===== src/rtl/uart_cmd_host.sv =====
// UART command host: sends opcode/addr 8N1, then collects a fixed-length reply.
// Optional: UART_HOST_CHECKSUM_EN adds an XOR checksum byte in each direction.
module uart_cmd_host #(
  parameter int DELAY_FRAMES   = 234,
  parameter int RESP_BYTES     = 2,
  parameter int TIMEOUT_CYCLES = 2_700_000
) (
  input  logic                    clk,
  input  logic                    rst_n,
  input  logic                    req_valid,
  output logic                    req_ready,
  input  logic [7:0]              req_opcode,
  input  logic [7:0]              req_addr,
  output logic                    resp_valid,
  output logic [8*RESP_BYTES-1:0] resp_data,
  output logic                    resp_error,
  output logic                    busy,
  output logic                    uart_tx,
  input  logic                    uart_rx
);

`ifdef UART_HOST_CHECKSUM_EN
  localparam int NTX = 3;
  localparam int NRX = RESP_BYTES + 1;
`else
  localparam int NTX = 2;
  localparam int NRX = RESP_BYTES;
`endif

  localparam int CW = $clog2(DELAY_FRAMES);
  localparam int TW = $clog2(TIMEOUT_CYCLES + 1);
  localparam int RW = $clog2(NRX + 1);

  localparam logic [CW-1:0] BIT_LAST = CW'(DELAY_FRAMES - 1);
  localparam logic [CW-1:0] HALF     = CW'(DELAY_FRAMES / 2 - 1);
  localparam logic [TW-1:0] TMO      = TW'(TIMEOUT_CYCLES);
  localparam logic [1:0]    TX_LAST  = 2'(NTX - 1);
  localparam logic [RW-1:0] RX_LAST  = RW'(NRX - 1);

  typedef enum logic [2:0] {
    IDLE, TX_BYTE, RX_WAIT, RX_BYTE, DONE
  } state_t;

  state_t        state;
  logic [7:0]    op_q;
  logic [7:0]    addr_q;
  logic [CW-1:0] clk_cnt;
  logic [3:0]    bit_idx;
  logic [1:0]    tx_idx;
  logic [RW-1:0] rx_cnt;
  logic [TW-1:0] tmo_cnt;
  logic [7:0]    shift;
  logic          rx_s1, rx_s2, rx_prev;
  logic [7:0]    tx_byte;
  logic [9:0]    tx_frame;
  logic          rx_fall;
`ifdef UART_HOST_CHECKSUM_EN
  logic [7:0]    csum;
`endif

  // Select the byte currently being serialised
  always_comb begin
    tx_byte = op_q;
    unique case (1'b1)
      tx_idx == 2'd1: tx_byte = addr_q;
`ifdef UART_HOST_CHECKSUM_EN
      tx_idx == 2'd2: tx_byte = op_q ^ addr_q;
`endif
      default: ;
    endcase
  end

  assign tx_frame = {1'b1, tx_byte, 1'b0};
  assign rx_fall  = rx_prev & ~rx_s2;

  // Two-flop synchroniser plus delayed copy for edge detection
  always_ff @(posedge clk or negedge rst_n) begin
    if (!rst_n) begin
      rx_s1   <= 1'b1;
      rx_s2   <= 1'b1;
      rx_prev <= 1'b1;
    end else begin
      rx_s1   <= uart_rx;
      rx_s2   <= rx_s1;
      rx_prev <= rx_s2;
    end
  end

  // Transaction FSM with registered outputs
  always_ff @(posedge clk or negedge rst_n) begin
    if (!rst_n) begin
      state      <= IDLE;
      op_q       <= '0;
      addr_q     <= '0;
      clk_cnt    <= '0;
      bit_idx    <= '0;
      tx_idx     <= '0;
      rx_cnt     <= '0;
      tmo_cnt    <= '0;
      shift      <= '0;
      req_ready  <= 1'b0;
      resp_valid <= 1'b0;
      resp_data  <= '0;
      resp_error <= 1'b0;
      busy       <= 1'b0;
      uart_tx    <= 1'b1;
`ifdef UART_HOST_CHECKSUM_EN
      csum       <= '0;
`endif
    end else begin
      resp_valid <= 1'b0;
      unique case (state)
        IDLE: begin
          req_ready <= 1'b1;
          uart_tx   <= 1'b1;
          if (req_valid && req_ready) begin
            op_q       <= req_opcode;
            addr_q     <= req_addr;
            busy       <= 1'b1;
            req_ready  <= 1'b0;
            resp_data  <= '0;
            resp_error <= 1'b0;
            clk_cnt    <= '0;
            bit_idx    <= '0;
            tx_idx     <= '0;
            rx_cnt     <= '0;
            tmo_cnt    <= '0;
`ifdef UART_HOST_CHECKSUM_EN
            csum       <= '0;
`endif
            state      <= TX_BYTE;
          end
        end
        TX_BYTE: begin
          uart_tx <= tx_frame[bit_idx];
          if (clk_cnt == BIT_LAST) begin
            clk_cnt <= '0;
            if (bit_idx == 4'd9) begin
              bit_idx <= '0;
              if (tx_idx == TX_LAST) state <= RX_WAIT;
              else tx_idx <= tx_idx + 2'd1;
            end else begin
              bit_idx <= bit_idx + 4'd1;
            end
          end else begin
            clk_cnt <= clk_cnt + CW'(1);
          end
        end
        RX_WAIT: begin
          uart_tx <= 1'b1;
          if (tmo_cnt == TMO) begin
            state      <= DONE;
            resp_valid <= 1'b1;
            resp_error <= 1'b1;
          end else begin
            tmo_cnt <= tmo_cnt + TW'(1);
            if (rx_fall) begin
              state   <= RX_BYTE;
              clk_cnt <= '0;
              bit_idx <= '0;
            end
          end
        end
        RX_BYTE: begin
          if (bit_idx == 4'd0) begin
            // Mid-start re-check filters short glitches
            if (clk_cnt == HALF) begin
              clk_cnt <= '0;
              if (rx_s2) state <= RX_WAIT;
              else bit_idx <= 4'd1;
            end else begin
              clk_cnt <= clk_cnt + CW'(1);
            end
          end else if (clk_cnt != BIT_LAST) begin
            clk_cnt <= clk_cnt + CW'(1);
          end else begin
            clk_cnt <= '0;
            if (bit_idx != 4'd9) begin
              shift   <= {rx_s2, shift[7:1]};
              bit_idx <= bit_idx + 4'd1;
            end else begin
              for (int k = 0; k < RESP_BYTES; k++)
                if (rx_cnt == RW'(k))
                  resp_data[8*k +: 8] <= shift;
              bit_idx <= '0;
              if (!rx_s2) begin
                state      <= DONE;
                resp_valid <= 1'b1;
                resp_error <= 1'b1;
              end else begin
`ifdef UART_HOST_CHECKSUM_EN
                csum <= csum ^ shift;
                if (rx_cnt == RX_LAST && shift != csum)
                  resp_error <= 1'b1;
`endif
                rx_cnt  <= rx_cnt + RW'(1);
                tmo_cnt <= '0;
                if (rx_cnt == RX_LAST) begin
                  state      <= DONE;
                  resp_valid <= 1'b1;
                end else begin
                  state <= RX_WAIT;
                end
              end
            end
          end
        end
        DONE: begin
          busy      <= 1'b0;
          req_ready <= 1'b1;
          state     <= IDLE;
        end
        default: state <= IDLE;
      endcase
    end
  end

endmodule


===== config.mk =====
export PLATFORM = sky130hd
export DESIGN_NAME = uart_cmd_host
export DESIGN_NICKNAME = d
export VERILOG_FILES = /design/src/rtl/uart_cmd_host.sv
export SDC_FILE = /design/constraint.sdc
export NUM_CORES = 1
export LEC_CHECK = 0
export BUFFER_PORTS_ARGS = -buffer_cell sky130_fd_sc_hd__buf_2
export CORE_ASPECT_RATIO = 2
export CORE_MARGIN = 1.5
export CORE_UTILIZATION = 55
export CTS_BUF_LIST = sky130_fd_sc_hd__clkbuf_8
export DETAILED_ROUTE_END_ITERATION = 12
export PLACE_DENSITY = 0.89
export SLEW_MARGIN = 10
export SYNTH_ARGS = -nofsm -noshare
export SYNTH_HDL_FRONTEND = slang
export SYNTH_SLANG_ARGS = --single-unit

===== constraint.sdc =====
create_clock -name clk -period 2.55 [get_ports clk]
set_clock_uncertainty 0.2 [all_clocks]
set_input_delay 0 -clock clk [delete_from_list [all_inputs] [get_ports clk]]
set_output_delay 0 -clock clk [all_outputs]
set_load 0.03 [all_outputs]

Word-level counts from Yosys, hierarchy flattened

Index checks and enable logic that the tools add are counted.

Order comparisons: 1
Reductions and logical operators: 23
$add $sub $neg: 5
Bitwise operators: 4
Equal/unequal tests: 33
Mux-type cells: 79

Operators with widths:

| kind                    | count |
|---|---|
| $mux W22                | 6 |
| $mux W8                 | 10 |
| $pmux W22 S3            | 1 |
| $mux W16                | 4 |
| $mux W4                 | 10 |
| $mux W3                 | 13 |
| $pmux W16 S2            | 1 |
| $pmux W8 S4             | 1 |
| $ne A2 B2 Y1 const B    | 15 |
| $add A22 B1 Y22 const B | 1 |
| $eq A22 B22 Y1 const B  | 1 |
| $ne A3 B3 Y1 const B    | 6 |
| $reduce_and A6 Y1       | 3 |
| $mux W2                 | 8 |
| $pmux W4 S4             | 1 |
| $mux W1                 | 15 |
| $reduce_and A7 Y1       | 2 |
| $pmux W3 S4             | 1 |
| $reduce_and A9 Y1       | 1 |
| $add A8 B1 Y8 const B   | 1 |
| $eq A8 B7 Y1 const B    | 1 |
| $eq A8 B8 Y1 const B    | 1 |
| $ne A8 B8 Y1 const B    | 1 |
| $pmux W1 S2             | 4 |
| other kinds (26)        | 37 |

Bits of input ports: 20
Output and inout port bits: 21
Bits in registers: 89
Logic and storage cells: 164

Depth between registers and ports, before layout

Word-level depth: 7
Mapped depth: 9
Gate-level depth less buffers: 8

Least setup slack after synthesis

OpenSTA, ideal clock, no wires.

Kind: reg2reg
Start point: register bit_idx[0]
End point: register state[0]
Clock period less this slack: 2544 ps
Setup slack: 6 ps
Data required time: 2225 ps
Buffers on the path: 0
Arrival: 2219 ps
Stages on the path, launching flop included: 9
Library setup time: 125 ps
Path through: dfrtp_1 -> inv_1 -> ha_1 -> nor3b_2 -> a21oi_2 -> a32oi_2 -> o211ai_1 -> a21oi_2 -> mux2_2

Word-level cells in the longest chain between the ends: 3
Elaborated cells on any way between the ends: 11
Classes of those cells: eq/ne (7); mux (2); reduce/logical (2)

Ends and longest elaborated chain:

| item                                                              | RTL line | text |
|---|---|---|
| from (decl)                                                       | 48       | `logic [3:0] bit_idx;` |
| from (signal assigned)                                            | 143      | `bit_idx <= bit_idx + 4'd1;` |
| from (signal assigned)                                            | 180      | `bit_idx <= bit_idx + 4'd1;` |
| $ne A4 B4 Y1, or another cell as far along                        | 178      | `if (bit_idx != 4'd9) begin` |
| $ne A3 B3 Y1 (no source line), or another cell as far along       | -        |  |
| $reduce_and A9 Y1 (no source line) or $pmux W3 S4 (tied branches) | -        |  |
| to (signal assigned)                                              | 187      | `state <= DONE;` |
| to (signal assigned)                                              | 199      | `state <= DONE;` |
| to (signal assigned)                                              | 202      | `state <= RX_WAIT;` |
| to (decl)                                                         | 44       | `state_t state;` |

Several ways; a longest one is shown, not always the timed one.
A chain may end at the register's enable or synchronous reset.

Worst setup path after layout

Start point: register clk_cnt[0]
End point: register bit_idx[2]

Word-level cells in the longest chain between the ends: 3
Elaborated cells on any way between the ends: 7
Classes of those cells: eq/ne (6); reduce/logical (1)

Ends and longest elaborated chain:

| item                                                          | RTL line | text |
|---|---|---|
| from (decl)                                                   | 47       | `logic [CW-1:0] clk_cnt;` |
| from (signal assigned)                                        | 146      | `clk_cnt <= clk_cnt + CW'(1);` |
| from (signal assigned)                                        | 172      | `clk_cnt <= clk_cnt + CW'(1);` |
| from (signal assigned)                                        | 175      | `clk_cnt <= clk_cnt + CW'(1);` |
| $eq A8 B7 Y1, or another cell as far along                    | 167      | `if (clk_cnt == HALF) begin` |
| $ne A3 B3 Y1 (no source line) or $ne A2 B2 Y1 (tied branches) | -        |  |
| $reduce_and A8 Y1 (no source line) *                          | -        |  |

Mark *: on every way between the ends. The rest lies on a longest branch, timed or not.

==> implementation parameters <==
Parameter                              Value

GRT
  Global-route wire length before repair ... slightly below 20,000 µm
  Number of antenna violations at the first check in global routing ... 0
  Fraction of met3 tracks used by global routing ... 0.0505
  Gr busiest metal ... met2
  Number of global-route vias before repair ... ~4k
  Met2 demand-to-capacity share in global routing ... 0.539
  Residual overflow from global routing ... 0
  Met1 capacity usage during global routing ... 0.322
  Largest net degree at the start of global routing ... about 50
  Total track usage ... 0.307

Synth
  Gate count of the mapped netlist ... 419
  Ys Warns ... 0
  Most used flip-flop cell after synthesis ... sky130_fd_sc_hd__dfrtp_1
  Synth async-reset ratio ... 1.00
  Count of cell types in the netlist ... 62
  Post-synthesis instance area ... between 0.004 and 0.005 mm²
  Synth top area cells ... sky130_fd_sc_hd__dfrtp_1, sky130_fd_sc_hd__mux2_2, sky130_fd_sc_hd__nor2_1
  Count of flip-flops with a built-in enable after synthesis ... 0
  Share of the synthesized area in the top cell type ... 0.475
  Portion of the post-synthesis area used by sequential elements ... 0.498
  Number of synthesized register bits ... between 80 and 90
  Number of nets in the synthesized netlist ... 450
  Mean post-synth cell area ... 10.7 µm²
  Cell type contributing the most total cell area after synthesis ... sky130_fd_sc_hd__dfrtp_1

Clocking
  Clock tree from TritonCTS ... done
  CTS clk-pin slew, worst paths ... 100 ps
  Number of buffers on the longest clock path ... 2
  Sink count of the clock tree ... slightly below 90
  H-tree level count ... 3
  Insertion delay of the later-clocked pin in the worst-skew pair ... roughly 370 ps
  Number of buffers inserted during clock tree synthesis ... 9
  Clk root buf ... sky130_fd_sc_hd__clkbuf_8

Power and ir drop
  Leakage power of the design ... 2.61 nW
  Pwr dens ... 956 mW/mm²
  Worst VDD drop ... about 0.96 mV
  Power Total ... about 5.2 mW

Layout
  Top library cells by usage in the layout, fill and taps aside ... sky130_fd_sc_hd__dfrtp_1, sky130_fd_sc_hd__mux2_2, sky130_fd_sc_hd__nor2_1
  Most frequent standard cell in the layout excluding fill and tap cells ... sky130_fd_sc_hd__dfrtp_1
  Synth-to-Final Area Change ... 22.4%
  Number of filler instances in the final layout ... ~500
  Ratio of cells with drive above 1 in the final layout ... 0.309
  Final layout net count ... about 540
  Total inserted antenna cells ... 0

STA
  Period minus WS final ... roughly 2500 ps
  Headroom to the max-slew limit ... 0.644
  Fmax ... between 400 and 500 MHz
  Slew Viols, Final ... 0
  Final setup violation count ... 0
  Hold Violations, Final ... 0
  Sum of negative setup slack ... 0 ps
  Least-Margin Pin Slew ... around 520 ps
  Unrepaired setup endpoints after global routing ... false
  Share of the clock period used by the worst path ... 0.977

Routing
  Average routed wire per standard cell ... ~21 µm
  Final wirelength ... between 10,000 and 15,000 µm
  Vias per std cell ... 6.42
  Vias after detailed routing ... around 4k
  DRC viols ... 0
  Initial DRT Pass Iterations ... 6
  Starting DRC count in detailed routing ... 275
  Number of nets with antenna violations after detailed routing ... 0

Floorplan
  Core Rows ... 46
  Core area ... about 0.0079 mm²
  Die outline area ... approximately 0.0087 mm²
  X dimension of the die ... about 67 µm
  Num ports ... 41
  Die boundary height ... approximately 130 µm
  Initial Util ... 0.568

Setup path
  CP required ... between 2000 and 3000 ps
  Nature of the critical path endpoint ... flop
  Setup slack, reg-to-reg ... 60 ps
  Startpoint class of the critical path ... flop
  Worst EP arrival ... roughly 2600 ps
  Class of the most critical setup path ... reg2reg
  Maximum net fanout on the critical path ... 5

Placed design
  Routability congestion estimate ... slightly above 0.9
  Post-detail-place hpwl ... ~7600 µm
  Number of buffers added on ports ... 40

Min path
  Class of the tightest hold or removal check ... in2reg

Job
  Max_cap viols ... 0

Run status
  Result of the run ... finished clean
[final timing paths]
kind	cells after the start	end	startpoint
worst max-delay path	9	bit_idx[2]	clk_cnt[0]
worst max register to register	9	bit_idx[2]	clk_cnt[0]
worst min register to register	0	rx_s2	rx_s1
min in group asynchronous	3	uart_tx	rst_n
worst min-delay path	2	rx_s1	uart_rx
max in group asynchronous	4	rx_prev	rst_n
[routing by layer]
| metal | vias to the layer above | share of wire |
|---|---|---|
| met5 | - | 0 |
| met4 | 0 | 0.076 |
| met3 | 86 | 0.057 |
| met2 | 235 | 0.54 |
| met1 | 1911 | 0.32 |
| li1 | 1672 | - |
[Yosys cell counts, types with 2 or more instances]
cell type	number
sky130_fd_sc_hd__a2111oi_0	2
sky130_fd_sc_hd__a211oi_1	2
sky130_fd_sc_hd__a21o_1	2
sky130_fd_sc_hd__a21oi_1	17
sky130_fd_sc_hd__a21oi_2	4
sky130_fd_sc_hd__a31oi_1	4
sky130_fd_sc_hd__a32o_1	2
sky130_fd_sc_hd__and2_1	9
sky130_fd_sc_hd__and3_1	3
sky130_fd_sc_hd__and3b_1	2
sky130_fd_sc_hd__buf_2	4
sky130_fd_sc_hd__clkbuf_1	10
sky130_fd_sc_hd__dfrtp_1	85
sky130_fd_sc_hd__dfstp_2	4
sky130_fd_sc_hd__ha_1	11
sky130_fd_sc_hd__inv_1	20
sky130_fd_sc_hd__mux2_2	42
sky130_fd_sc_hd__mux2i_1	4
sky130_fd_sc_hd__mux4_2	3
sky130_fd_sc_hd__nand2_1	23
sky130_fd_sc_hd__nand2b_1	5
sky130_fd_sc_hd__nand3_1	16
sky130_fd_sc_hd__nand4_1	10
sky130_fd_sc_hd__nor2_1	42
sky130_fd_sc_hd__nor3_1	7
sky130_fd_sc_hd__nor4_1	7
sky130_fd_sc_hd__nor4b_1	3
sky130_fd_sc_hd__o21ai_0	23
sky130_fd_sc_hd__or2_2	4
sky130_fd_sc_hd__or3_1	6
sky130_fd_sc_hd__xnor2_1	12
[per-stage QoR]
| step | area, µm² | hold slack [ps] | util | setup WS, ps | instances |
|---|---|---|---|---|---|
| floorplan | 4480 | -496 | - | 6.04 | 419 |
| global placement | 4970 | -183 | 0.630 | 162 | 568 |
| detailed placement | 4970 | -165 | 0.630 | 54.2 | 568 |
| CTS | 5420 | 54.0 | 0.687 | 2.05 | 605 |
| global route | 5480 | 74.2 | 0.695 | 22.9 | 608 |
| finish | 5480 | 74.3 | 0.695 | 59.2 | 608 |
[layout make-up]
type | instances | area (µm²) | share of cell area
clock buffers | 9 | 124 | 0.0226
clock inverters | 7 | 101 | 0.0185
inverters | 20 | 75.1 | 0.0137
multi-input cells | 294 | 2140 | 0.390
flip-flops and latches | 89 | 2230 | 0.407
well taps | 96 | 120 | 0.0219
repair buffers | 93 | 688 | 0.126
[cell families (layout without fill, tap and decap cells)]
kind of cell | count (synthesis) | in the layout | share of synthesized area
compound gates | 68 | 68 | 0.0975
simple gates | 153 | 153 | 0.185
xor+xnor | 13 | 13 | 0.0254
fa+ha+maj | 11 | 11 | 0.0307
mux | 49 | 49 | 0.130
flops | 89 | 89 | 0.498
buf+inv | 36 | 129 | 0.0330
[state kept, by name (all words and copies together) (netlist names), 2 cells and up]
signal and cells:
addr_q 8, bit_idx 4, clk_cnt 8, op_q 8, resp_data 16, rx_cnt 2, shift 8, state 3
tmo_cnt 22, tx_idx 2
[where the power goes]
group	internal, mW	switching [mW]
logic	0.907	1.20
registers	1.71	0.312
clock network	0.564	0.547
[worst max-delay path: stages (launching register included)]
cell,delay (ps)
sky130_fd_sc_hd__dfrtp_1,360
sky130_fd_sc_hd__buf_4,150
sky130_fd_sc_hd__ha_1,180
sky130_fd_sc_hd__nand4b_1,110
sky130_fd_sc_hd__buf_4,180
sky130_fd_sc_hd__or2_2,310
sky130_fd_sc_hd__a32o_1,270
sky130_fd_sc_hd__a31oi_4,220
sky130_fd_sc_hd__nand4_1,200
sky130_fd_sc_hd__o21ai_1,230
[timing repair]
item                                   in CTS  in global routing
endpoints found under the hold margin     104                  0
gates resized for setup                     1                 10
pin swaps                                   0                  2
hold buffers                               21                  0
setup endpoints to repair                   1                 22
setup buffers                               0                  3
Power figures use the tool's default switching activity.
